<file path="config.mk">
export PLATFORM = sky130hd
export DESIGN_NAME = usb3_tx_arbiter
export DESIGN_NICKNAME = d
export VERILOG_FILES = /design/src/rtl/usb3_tx_arbiter.sv
export SDC_FILE = /design/constraint.sdc
export NUM_CORES = 1
export LEC_CHECK = 0
export BUFFER_PORTS_ARGS = -buffer_cell sky130_fd_sc_hd__buf_2
export CAP_MARGIN = 20
export CORE_AREA = 2 2 125 127
export CTS_BUF_LIST = sky130_fd_sc_hd__clkbuf_8
export DETAILED_ROUTE_END_ITERATION = 8
export DIE_AREA = 0 0 127 129
export GPL_ROUTABILITY_DRIVEN = 0
export PLACE_DENSITY_LB_ADDON = 0.08
export SETUP_SLACK_MARGIN = 0.3
export SLEW_MARGIN = 20
export SYNTH_ARGS = -nofsm -noshare
export SYNTH_HDL_FRONTEND = slang
export SYNTH_SLANG_ARGS = --single-unit
</file>
<file path="constraint.sdc">
create_clock -name sys_clk_i -period 9.3 [get_ports sys_clk_i]
set_clock_uncertainty 0.2 [all_clocks]
set_input_delay 2.325 -clock sys_clk_i [delete_from_list [all_inputs] [get_ports sys_clk_i]]
set_output_delay 2.325 -clock sys_clk_i [all_outputs]
set_load 0.005 [all_outputs]
</file>
<file path="src/rtl/usb3_tx_arbiter.sv">
// usb3_tx_arbiter
// Round-robin packet scheduler in front of the FT601 245 TX wrapper.
// Each grant sends one header word {A5, channel, seq, len} and then
// len data words popped from the granted first-word-fall-through FIFO.
// A burst pauses for backpressure or an empty source, but it is never
// abandoned except by reset.

module usb3_tx_arbiter #(
    parameter int NUM_CH    = 4,
    parameter int MAX_BURST = 256,
    parameter int LVL_W     = 16
) (
    input  logic                     sys_clk_i,
    input  logic                     rst_i,
    input  logic [NUM_CH-1:0]        ch_enable_i,
    input  logic [NUM_CH-1:0]        ch_empty_i,
    input  logic [NUM_CH*LVL_W-1:0]  ch_level_i,
    input  logic [NUM_CH*32-1:0]     ch_dout_i,
    output logic [NUM_CH-1:0]        ch_rd_en_o,
    output logic                     tx_en_o,
    output logic [31:0]              tx_din_o,
    input  logic                     tx_prog_full_i,
    output logic                     busy_o,
    output logic [3:0]               grant_o
);

    // Channel vectors are padded to 16 entries so the 4-bit grant index
    // can address them directly for any NUM_CH in 2..16.
    localparam int          SLOTS   = 16;
    localparam logic [15:0] MAX_LEN = 16'(MAX_BURST);

    localparam logic [1:0] ST_IDLE = 2'd0;
    localparam logic [1:0] ST_HDR  = 2'd1;
    localparam logic [1:0] ST_DATA = 2'd2;

    logic [1:0]  state_reg;
    logic [3:0]  grant_reg;
    logic [15:0] len_reg;
    logic [15:0] word_cnt_reg;
    logic [3:0]  rr_ptr_reg;
    logic        tx_en_reg;
    logic [31:0] tx_din_reg;
    logic [3:0]  seq_reg [SLOTS];

    logic [SLOTS-1:0] elig_vec;
    logic [SLOTS-1:0] empty_vec;
    logic [15:0]      cap_vec  [SLOTS];
    logic [31:0]      word_vec [SLOTS];

    logic        pick_valid;
    logic [3:0]  pick_idx;
    logic        hdr_fire;
    logic        pop;
    logic [3:0]  rr_next;
    logic [31:0] hdr_word;

    genvar gi;

    // Per-channel decode: eligibility, burst length cap and head word.
    generate
        for (gi = 0; gi < SLOTS; gi++) begin : g_slot
            if (gi < NUM_CH) begin : g_live
                logic [31:0] lvl32;
                assign lvl32          = 32'(ch_level_i[gi*LVL_W +: LVL_W]);
                assign elig_vec[gi]   = ch_enable_i[gi] && !ch_empty_i[gi] && (lvl32 != 32'd0);
                assign empty_vec[gi]  = ch_empty_i[gi];
                assign cap_vec[gi]    = (lvl32 > 32'(MAX_BURST)) ? MAX_LEN : lvl32[15:0];
                assign word_vec[gi]   = ch_dout_i[gi*32 +: 32];
            end else begin : g_pad
                assign elig_vec[gi]   = 1'b0;
                assign empty_vec[gi]  = 1'b1;
                assign cap_vec[gi]    = 16'd0;
                assign word_vec[gi]   = 32'd0;
            end
        end
    endgenerate

    // Rotating priority scan: the smallest offset from rr_ptr wins, so the
    // loop runs from the far end and lets nearer hits overwrite.
    always_comb begin
        logic [4:0] scan_idx;
        pick_valid = 1'b0;
        pick_idx   = 4'd0;
        for (int off = NUM_CH - 1; off >= 0; off--) begin
            scan_idx = {1'b0, rr_ptr_reg} + 5'(off);
            if (scan_idx >= 5'(NUM_CH)) begin
                scan_idx = scan_idx - 5'(NUM_CH);
            end
            if (elig_vec[scan_idx[3:0]]) begin
                pick_valid = 1'b1;
                pick_idx   = scan_idx[3:0];
            end
        end
    end

    // Transfer qualifiers for the header and data phases.
    always_comb begin
        hdr_fire = (state_reg == ST_HDR) && !tx_prog_full_i;
        pop      = (state_reg == ST_DATA) && !tx_prog_full_i &&
                   !empty_vec[grant_reg] && !rst_i;
        rr_next  = (grant_reg == 4'(NUM_CH - 1)) ? 4'd0 : grant_reg + 4'd1;
        hdr_word = {8'hA5, grant_reg, seq_reg[grant_reg], len_reg};
    end

    // Pop strobe goes only to the granted channel, in the same cycle.
    generate
        for (gi = 0; gi < NUM_CH; gi++) begin : g_rd
            assign ch_rd_en_o[gi] = pop && (grant_reg == 4'(gi));
        end
    endgenerate

    // Scheduler state machine and registered TX outputs.
    always_ff @(posedge sys_clk_i) begin
        if (rst_i) begin
            state_reg    <= ST_IDLE;
            grant_reg    <= 4'd0;
            len_reg      <= 16'd0;
            word_cnt_reg <= 16'd0;
            rr_ptr_reg   <= 4'd0;
            tx_en_reg    <= 1'b0;
            tx_din_reg   <= 32'd0;
        end else begin
            tx_en_reg <= 1'b0;
            case (state_reg)
                ST_IDLE: begin
                    if (pick_valid) begin
                        grant_reg <= pick_idx;
                        len_reg   <= cap_vec[pick_idx];
                        state_reg <= ST_HDR;
                    end
                end
                ST_HDR: begin
                    if (hdr_fire) begin
                        tx_en_reg    <= 1'b1;
                        tx_din_reg   <= hdr_word;
                        word_cnt_reg <= len_reg;
                        state_reg    <= ST_DATA;
                    end
                end
                ST_DATA: begin
                    if (pop) begin
                        tx_en_reg    <= 1'b1;
                        tx_din_reg   <= word_vec[grant_reg];
                        word_cnt_reg <= word_cnt_reg - 16'd1;
                        if (word_cnt_reg == 16'd1) begin
                            state_reg  <= ST_IDLE;
                            rr_ptr_reg <= rr_next;
                        end
                    end
                end
                default: begin
                    state_reg <= ST_IDLE;
                end
            endcase
        end
    end

    // Per-channel 4-bit packet sequence numbers, bumped as each header goes out.
    always_ff @(posedge sys_clk_i) begin
        if (rst_i) begin
            for (int i = 0; i < SLOTS; i++) begin
                seq_reg[i] <= 4'd0;
            end
        end else if (hdr_fire) begin
            seq_reg[grant_reg] <= seq_reg[grant_reg] + 4'd1;
        end
    end

    assign tx_en_o  = tx_en_reg;
    assign tx_din_o = tx_din_reg;
    assign busy_o   = (state_reg != ST_IDLE);
    assign grant_o  = grant_reg;

endmodule

</file>
==> results of run 1 <==
==> per-stage QoR <==
step                      hold slack (ns)  power [mW]  std cells
after global placement              0.244        1.67       1173
after global routing                0.297        2.33       1206
after floorplan                     0.239        1.40        792
after CTS                           0.265        2.21       1205
after detailed placement            0.253        1.68       1173
final                               0.270        2.20       1206
==> how the worst max path moves through the flow <==
stage / to / slack (ns) / cells after the start
5_1_grt: ch_rd_en_o[3] / 2.54 / 5
3_5_place_dp: ch_rd_en_o[3] / 2.66 / 5
2_1_floorplan: ch_rd_en_o[3] / 3.25 / 3
3_3_place_gp: ch_rd_en_o[3] / 2.70 / 5
4_1_cts: ch_rd_en_o[3] / 2.66 / 5
6_report: ch_rd_en_o[3] / 2.64 / 5
==> worst max-delay path, stage by stage <==
cell and delay, ns:
buf_2 0.11, mux4_2 0.48, nor4b_1 0.85, and3_1 0.26
buf_2 0.11
==> routing by layer <==
layer / vias up / part of all wire, % / track usage (%)
met5: - / 0 / 0
li1: 3443 / - / -
met2: 334 / 51 / 52.1
met3: 48 / 6.4 / 5.03
met1: 3482 / 40 / 35.5
met4: 0 / 2.5 / 11.2
==> cell usage in the layout, fill, tap and decap left out, types with 5 or more instances in the layout <==
cell / synthesis / layout
buf_2: 3 / 244
nor2_1: 128 / 128
dfxtp_1: 79 / 77
edfxtp_1: 64 / 64
nand2_1: 52 / 52
mux4_2: 51 / 51
a21oi_1: 39 / 39
a221oi_1: 38 / 38
nor3_1: 29 / 28
nor4_1: 22 / 22
clkbuf_8: 0 / 22
ha_1: 21 / 21
nand2b_1: 19 / 19
nand3_1: 18 / 18
inv_1: 16 / 17
and2_1: 17 / 17
a211oi_1: 17 / 17
o21ai_0: 12 / 12
o21ai_1: 11 / 11
buf_4: 4 / 10
nor2b_1: 8 / 8
o22ai_1: 7 / 7
or4_1: 5 / 5
o211ai_1: 5 / 5
==> area by class of cell <==
type	instances	area, sq um
clock buffer	22	303
tap	188	235
inverter	19	71.3
sequential	143	3510
multi-input combinational	569	4280
antenna	1	2.50
timing repair buffer	254	1300
fill	1253	5150
clock inverter	10	130
==> power by group through the flow <==
| stage | sequential, mW | combinational, mW | clock (mW) |
|---|---|---|---|
| after CTS | 0.832 | 0.838 | 0.538 |
| final | 0.832 | 0.834 | 0.532 |
| after detailed placement | 0.846 | 0.836 | 0 |
| after floorplan | 0.827 | 0.570 | 0 |
| after global routing | 0.845 | 0.920 | 0.566 |
| after global placement | 0.844 | 0.829 | 0 |
==> kinds of logic (layout without fill, tap and decap cells) <==
kind of cell             count (synthesis)  in the layout  share of synthesized area [%]
XOR/XNOR                                 7              7                          0.758
multiplexers                            58             58                           15.2
other                                    0              1                              0
AO/OA/AOI/OAI                          163            163                           14.5
flip-flops                             143            143                           43.3
AND/OR/NAND/NOR                        320            320                           19.0
adder cells (fa/ha/maj)                 21             21                           3.25
buffers and inverters                   80            305                           4.04
==> flow_metrics.tcl, run 1 <==
set metrics [dict create \
    clk_pin_slew_ns 0.08 \
    hold_viol 0 \
    ios 245 \
    cts_tree "built" \
    outcome "complete, no violations" \
    drt_iter0_drc 509 \
    dieWidth_um 127 \
    cp-start-kind "primary input" \
    synth_edf_count 64 \
    setup.worst_path.start "ch_empty_i[1]" \
    slew_violations 0 \
    power_frac_seq_pct 37.9 \
    crit_arrival_ns 4.13 \
    grt_pass1_wl_um 36400 \
    ys_warn_count 0 \
    ys_seq_area_share_pct 43.3 \
    synthDistinctLibCells 64 \
    drive_above_1_share_pct 34.9 \
    cts_inserted_buffers 17 \
    crit_required_ns 6.78 \
    fmax_mhz 150 \
    swShare_pct 35.9 \
    placed_area_sq_um 9380 \
    overflow 0 \
    routedWlPerCell_um 19.9 \
    synth_ff_type "dfxtp_1" \
    htree_levels 4 \
    synth_top_cell_area_share_pct 23.8 \
    cts-root-buf "clkbuf_8" \
    setup_tns_ns 0 \
    post_cts_resized 0 \
    p_per_area_nw_per_um2 224 \
    place_hpwl_um 17500 \
    largest_reg_flops 64 \
    drt_pass1_iterations 5 \
    path_class "in2out" \
    synth_commonest_cells "nor2_1, dfxtp_1, edfxtp_1" \
    synth_top_cells_by_area "edfxtp_1, dfxtp_1, mux4_2" \
    port_buffers 244 \
    cp-end-kind "output port" \
    ir_worst_vdd_v 0.000116 \
    hp-start "tx_din_o[30]$_SDFFE_PP0P_" \
    period_share_pct 71.6 \
    grt_pass1_vias 6928 \
    clk_latency_ns 0.45 \
    r2r_slack_ns 5.06 \
    synth_fp_nets 1016 \
    cellInternalPower_mw 1.41 \
    drc 0 \
    cts_setup_buffers 0 \
    synth.largest_area_cell "edfxtp_1" \
    fin_area_sq_um 9820 \
    cp_max_fo 7 \
    comb_power_share_pct 37.9 \
    worst-slew-pin-transition_ns 1.12 \
    cap_violations 0 \
    hold_buffers 0 \
    chipHeight_um 129 \
    fp.dieArea_sq_um 16400 \
    p_clk_share_pct 24.2 \
    clockBufferDepth 2 \
    pre_cts_slack_ns 2.66 \
    coreArea_sq_um 15000 \
    worst_hold_path.endpoint "tx_din_o[30]$_SDFFE_PP0P_" \
    holdCritPathClass "reg2reg" \
    rows 45 \
    area_growth_pct 21.5 \
    period_needed_ns 6.66 \
    rsz0062_at_grt "no" \
    setup_ws_ns 2.64 \
    rr_startpoint "rr_ptr_reg[0]$_SDFFE_PP0P_" \
    grt_usage_pct 29.2 \
    synth-seq-cells 143 \
    finalSetupViolCount 0 \
    syn_avg_cell_area_sq_um 10.2 \
    antenna_found_initial 1 \
    cts_sinks 143 \
    via_per_inst 6.06 \
    holdPathStages 2 \
    grt_max_degree 86 \
    synth_most_common_cell "nor2_1" \
    p_leak_nw 3.94 \
    routed_wirelength_um 24000 \
    maxSlewHeadroom_pct 25.2 \
    worstReg2RegEnd "len_reg[2]$_SDFFE_PP0P_" \
    syn_inst 792 \
    r2r_cells 13 \
    final_util_pct 65.6 \
    netlist_area_sq_um 8080 \
    async_reset_ff_share_pct 0 \
    vias 7307 \
    start_util_pct 54.0 \
    nets 1228 \
    ant_nets 0 \
    switchingPower_mw 0.789 \
]
(Power assumes the default switching activity.)
==> run 2, diff against run 1 <==
--- a/config.mk
+++ b/config.mk
@@ -7,10 +7,10 @@
 export LEC_CHECK = 0
 export BUFFER_PORTS_ARGS = -buffer_cell sky130_fd_sc_hd__buf_2
 export CAP_MARGIN = 20
-export CORE_AREA = 2 2 125 127
+export CORE_AREA = 2 2 126 128
 export CTS_BUF_LIST = sky130_fd_sc_hd__clkbuf_8
 export DETAILED_ROUTE_END_ITERATION = 8
-export DIE_AREA = 0 0 127 129
+export DIE_AREA = 0 0 128 130
 export GPL_ROUTABILITY_DRIVEN = 0
 export PLACE_DENSITY_LB_ADDON = 0.08
 export SETUP_SLACK_MARGIN = 0.3
==> constraint.sdc (replaced) <==
create_clock -name sys_clk_i -period 6.68 [get_ports sys_clk_i]
set_clock_uncertainty 0.2 [all_clocks]
set_input_delay 1.67 -clock sys_clk_i [delete_from_list [all_inputs] [get_ports sys_clk_i]]
set_output_delay 1.67 -clock sys_clk_i [all_outputs]
set_load 0.005 [all_outputs]
==> flow_metrics.tcl, run 2 (same netlist as run 1, synthesis figures left out) <==
set metrics [dict create \
    cts_inserted_buffers 17 \
    drt_pass1_iterations 5 \
    rsz0062_at_grt "no" \
    hp-start "tx_din_o[27]$_SDFFE_PP0P_" \
    slew_violations 0 \
    cp-start-kind "primary input" \
    r2r_slack_ns 2.36 \
    post_cts_resized 0 \
    finalSetupViolCount 0 \
    cap_violations 0 \
    coreArea_sq_um 15400 \
    start_util_pct 52.4 \
    outcome "complete, no violations" \
    place_hpwl_um 17200 \
    hold_buffers 0 \
    holdCritPathClass "reg2reg" \
    overflow 0 \
    rr_startpoint "rr_ptr_reg[0]$_SDFFE_PP0P_" \
    rows 46 \
    clockBufferDepth 2 \
    drt_iter0_drc 584 \
    chipHeight_um 130 \
    grt_max_degree 86 \
    path_common_cell "buf_2" \
    via_per_inst 6.02 \
    cp_num_buf_inv 2 \
    ir_worst_vdd_v 0.000150 \
    p_per_area_nw_per_um2 314 \
    fmax_mhz 188 \
    path_class "in2out" \
    grt_pass1_vias 6908 \
    critPathTopFamily "simple AND/OR/NAND/NOR gates" \
    setup_tns_ns 0 \
    drc 0 \
    clk_pin_slew_ns 0.09 \
    period_share_pct 79.8 \
    grt_pass1_wl_um 35800 \
    cp_max_fo 7 \
    n_fill_cell 1323 \
    htree_levels 4 \
    p_leak_nw 3.94 \
    cts_tree "built" \
    dp_cells 1177 \
    cp_slowest_cell "nor4b_1" \
    vias 7287 \
    hold_viol 0 \
    grt_usage_pct 28.0 \
    cts-root-buf "clkbuf_8" \
    maxSlewHeadroom_pct 32.9 \
    slowest_delay_ns 0.83 \
    period_needed_ns 5.33 \
    setup.worst_path.start "ch_empty_i[3]" \
    crit_required_ns 4.81 \
    crit_arrival_ns 3.46 \
    final_cell_count_no_fill 1210 \
    setup_ws_ns 1.35 \
    pre_cts_slack_ns 1.29 \
    nets 1228 \
    cp-end-kind "output port" \
    ant_nets 0 \
    ios 245 \
    drive_above_1_share_pct 34.9 \
    final_cell_mix "buf_2, nor2_1, dfxtp_1" \
    fp.dieArea_sq_um 16600 \
    clk_latency_ns 0.46 \
    routedWlPerCell_um 19.3 \
    worst-slew-pin-transition_ns 0.992 \
    antenna_found_initial 1 \
    final_common_cell "buf_2" \
    cts_sinks 143 \
    dieWidth_um 128 \
    cts_setup_buffers 0 \
    routed_wirelength_um 23300 \
    crit_chain "buf_2 -> mux4_2 -> nor4b_1 -> and3_1 -> buf_2" \
    largest_reg_flops 64 \
    holdWs_ns 0.263 \
    port_buffers 244 \
    area_growth_pct 21.7 \
]
[run 2: cell count changes in the layout (fill, tap and decap cells not counted), sizes merged]
cell,previous run,this run
clkinvlp,0,1
inv,22,25
bufinv,3,4
clkinv,4,2
clkbuf,22,19
[run 2: final timing paths]
check	cells past startpoint	endpoint
max	5	ch_rd_en_o[3]
min	2	tx_din_o[27]$_SDFFE_PP0P_
max reg2reg	13	len_reg[4]$_SDFFE_PP0P_
min reg2reg	2	tx_din_o[27]$_SDFFE_PP0P_
[run 2: metrics by stage]
step	util [%]	instance area, sq um	total power [mW]
2_1_floorplan	-	8080	1.95
3_3_place_gp	60.9	9390	2.32
3_5_place_dp	60.9	9390	2.34
4_1_cts	63.7	9830	3.10
5_1_grt	63.8	9840	3.28
6_report	63.8	9840	3.09
[run 2: metal layers]
layer	wire length, um	track usage (%)	vias up
met5	7	0	-
met4	564	9.44	2
met3	1720	5.13	37
met2	11600	48.2	341
met1	9460	36.0	3462
li1	-	-	3445
[run 2: area by class of cell]
class,count,area (sq um),share of cell area (%)
clock buffer,19,262,2.66
inverter,19,71.3,0.725
timing repair buffer,254,1300,13.2
multi-input combinational,569,4280,43.5
antenna,1,2.50,0.0254
clock inverter,13,181,1.84
sequential,143,3510,35.6
tap,192,240,2.44
[run 2: worst min-delay path, cell delays in order, from the launching register on]
cell,delay [ns]
dfxtp_1,0.32
nand2_1,0.05
a21oi_1,0.05
[run 2: power by group]
group | leakage [nW] | internal (mW) | switching, mW
Clock | 0.230 | 0.429 | 0.342
Sequential | 1.27 | 1.06 | 0.122
Combinational | 2.44 | 0.488 | 0.654
==> run 3, diff against run 2 <==
--- a/config.mk
+++ b/config.mk
@@ -7,10 +7,10 @@
 export LEC_CHECK = 0
 export BUFFER_PORTS_ARGS = -buffer_cell sky130_fd_sc_hd__buf_2
 export CAP_MARGIN = 20
-export CORE_AREA = 2 2 126 128
+export CORE_AREA = 2 2 132 134
 export CTS_BUF_LIST = sky130_fd_sc_hd__clkbuf_8
 export DETAILED_ROUTE_END_ITERATION = 8
-export DIE_AREA = 0 0 128 130
+export DIE_AREA = 0 0 134 136
 export GPL_ROUTABILITY_DRIVEN = 0
 export PLACE_DENSITY_LB_ADDON = 0.08
 export SETUP_SLACK_MARGIN = 0.3
==> constraint.sdc (replaced) <==
create_clock -name sys_clk_i -period 4.6 [get_ports sys_clk_i]
set_clock_uncertainty 0.2 [all_clocks]
set_input_delay 1.15 -clock sys_clk_i [delete_from_list [all_inputs] [get_ports sys_clk_i]]
set_output_delay 1.15 -clock sys_clk_i [all_outputs]
set_load 0.005 [all_outputs]
==> flow_metrics.tcl, run 3 (same netlist as run 1, synthesis figures left out) <==
set metrics [dict create \
    crit_required_ns 4.70 \
    fmax_mhz 248 \
    final_cell_mix "buf_2, nor2_1, dfxtp_1" \
    cellInternalPower_mw 2.93 \
    cp_max_fo 9 \
    p_per_area_nw_per_um2 455 \
    antenna_cells_inserted 0 \
    nets 1242 \
    cts-root-buf "clkbuf_8" \
    ant_nets 0 \
    drive_above_1_share_pct 35.8 \
    outcome "complete, no violations" \
    dieWidth_um 134 \
    routedWlPerCell_um 18.5 \
    grt_pass1_vias 6918 \
    antenna_found_initial 0 \
    dp_cells 1222 \
    period_share_pct 87.8 \
    clk_latency_ns 0.45 \
    cp_num_buf_inv 1 \
    coreArea_sq_um 16900 \
    swShare_pct 35.5 \
    period_needed_ns 4.04 \
    cp_slowest_cell "or4_1" \
    chipHeight_um 136 \
    cts_inserted_buffers 17 \
    path_class "in2reg" \
    grt_max_degree 85 \
    placed_area_sq_um 9510 \
    grt_pass1_wl_um 36100 \
    slowest_delay_ns 0.57 \
    ir_worst_vdd_v 0.000238 \
    drt_iter0_drc 406 \
    hold_viol 0 \
    clockBufferDepth 2 \
    place_hpwl_um 17400 \
    cts_sinks 143 \
    grt_usage_pct 25.6 \
    slew_violations 0 \
    port_buffers 244 \
    p_clk_share_pct 25.3 \
    worstReg2RegEnd "len_reg[4]$_SDFFE_PP0P_" \
    cp-end-kind "register" \
    power_frac_seq_pct 37.1 \
    setup_tns_ns 0 \
    holdWs_ns 0.261 \
    htree_levels 4 \
    final_cell_count_no_fill 1256 \
    rsz0062_at_grt "no" \
    drc 0 \
    finalSetupViolCount 0 \
    clk_pin_slew_ns 0.08 \
    start_util_pct 47.9 \
    ios 245 \
    routed_wirelength_um 23300 \
    comb_power_share_pct 37.6 \
    cp-start-kind "primary input" \
    p_leak_nw 4.02 \
    crit_arrival_ns 4.14 \
    hold_buffers 0 \
    area_growth_pct 23.6 \
    drt_pass1_iterations 5 \
    fin_area_sq_um 9990 \
    r2r_slack_ns 0.58 \
    fp.dieArea_sq_um 18200 \
    holdCritPathClass "reg2reg" \
    overflow 0 \
    rows 48 \
    switchingPower_mw 1.61 \
    path_common_cell "a221oi_1" \
    setup.worst_path.start "ch_level_i[0]" \
    hp-start "tx_din_o[25]$_SDFFE_PP0P_" \
    maxSlewHeadroom_pct 38.7 \
    power_mw 4.54 \
    largest_reg_flops 64 \
    critPathTopFamily "compound AO/OA/AOI/OAI gates" \
    vias 7249 \
    r2r_cells 12 \
    worst-slew-pin-transition_ns 0.920 \
    worst_hold_path.endpoint "tx_din_o[25]$_SDFFE_PP0P_" \
    holdPathStages 2 \
    via_per_inst 5.77 \
    cap_violations 0 \
    final_common_cell "buf_2" \
    crit_chain "buf_2 -> or4_1 -> or3_4 -> o211a_1 -> o21ai_1 -> a221oi_1 -> a211o_1 -> and4b_2 -> a221oi_1 -> nor4_1" \
    rr_startpoint "rr_ptr_reg[2]$_SDFFE_PP0P_" \
    cts_tree "built" \
]
run 3: cell types whose count changed in the layout (fill, tap and decap cells not counted), sizes merged:
cell and delta:
buf +14, bufinv +1, clkbuf -1, inv -3, diode -1, clkinvlp -1
clkinv +4
run 3: worst register-to-register path, cell delays in order, from the launching register on:
cell	delay, ns
dfxtp_1	0.52
ha_1	0.28
nand2_1	0.08
xor2_1	0.16
ha_1	0.21
a211o_1	0.27
o32a_1	0.40
a211oi_1	0.30
a221oi_1	0.13
a211o_1	0.42
and4b_2	0.34
a221oi_1	0.46
nor4_1	0.11
run 3: area by class of cell:
type	instances	area, sq um
clock buffers	18	248
clock inverters	14	211
fillers	1508	6880
inverters	19	71.3
multi-input cells	569	4270
flip-flops and latches	143	3510
well taps	225	282
repair buffers	268	1400
run 3: worst max-delay path by stage:
stage,end,slack [ns],depth (start not counted)
floorplan,len_reg[8]$_SDFFE_PP0P_,0.48,10
global placement,len_reg[0]$_SDFFE_PP0P_,0.22,10
global route,len_reg[0]$_SDFFE_PP0P_,0.30,12
CTS,len_reg[0]$_SDFFE_PP0P_,0.52,13
detailed placement,len_reg[0]$_SDFFE_PP0P_,0.15,10
finish,len_reg[4]$_SDFFE_PP0P_,0.56,10
run 3: through the flow:
step / util, % / worst slack [ns]
floorplan: - / 0.480
global placement: 56.3 / 0.219
detailed placement: 56.3 / 0.148
CTS: 59.0 / 0.516
global route: 59.2 / 0.301
finish: 59.2 / 0.560
run 3: power groups by stage:
stage	logic, mW	registers [mW]	clock network, mW
after floorplan	1.15	1.67	0
after global placement	1.69	1.71	0
after detailed placement	1.71	1.72	0
after CTS	1.72	1.69	1.16
after global routing	1.90	1.72	1.22
final	1.71	1.69	1.15
run 3: repair_timing:
action	4_1_cts	5_1_grt
gates resized for setup	0	3
setup buffers	0	2
setup endpoints to repair	0	9
run 3: routing by layer:
metal	GRT usage [%]	part of all wire, %
met1	31.3	40
met5	0	0
met4	7.98	1.7
met3	4.81	7.1
met2	45.7	51
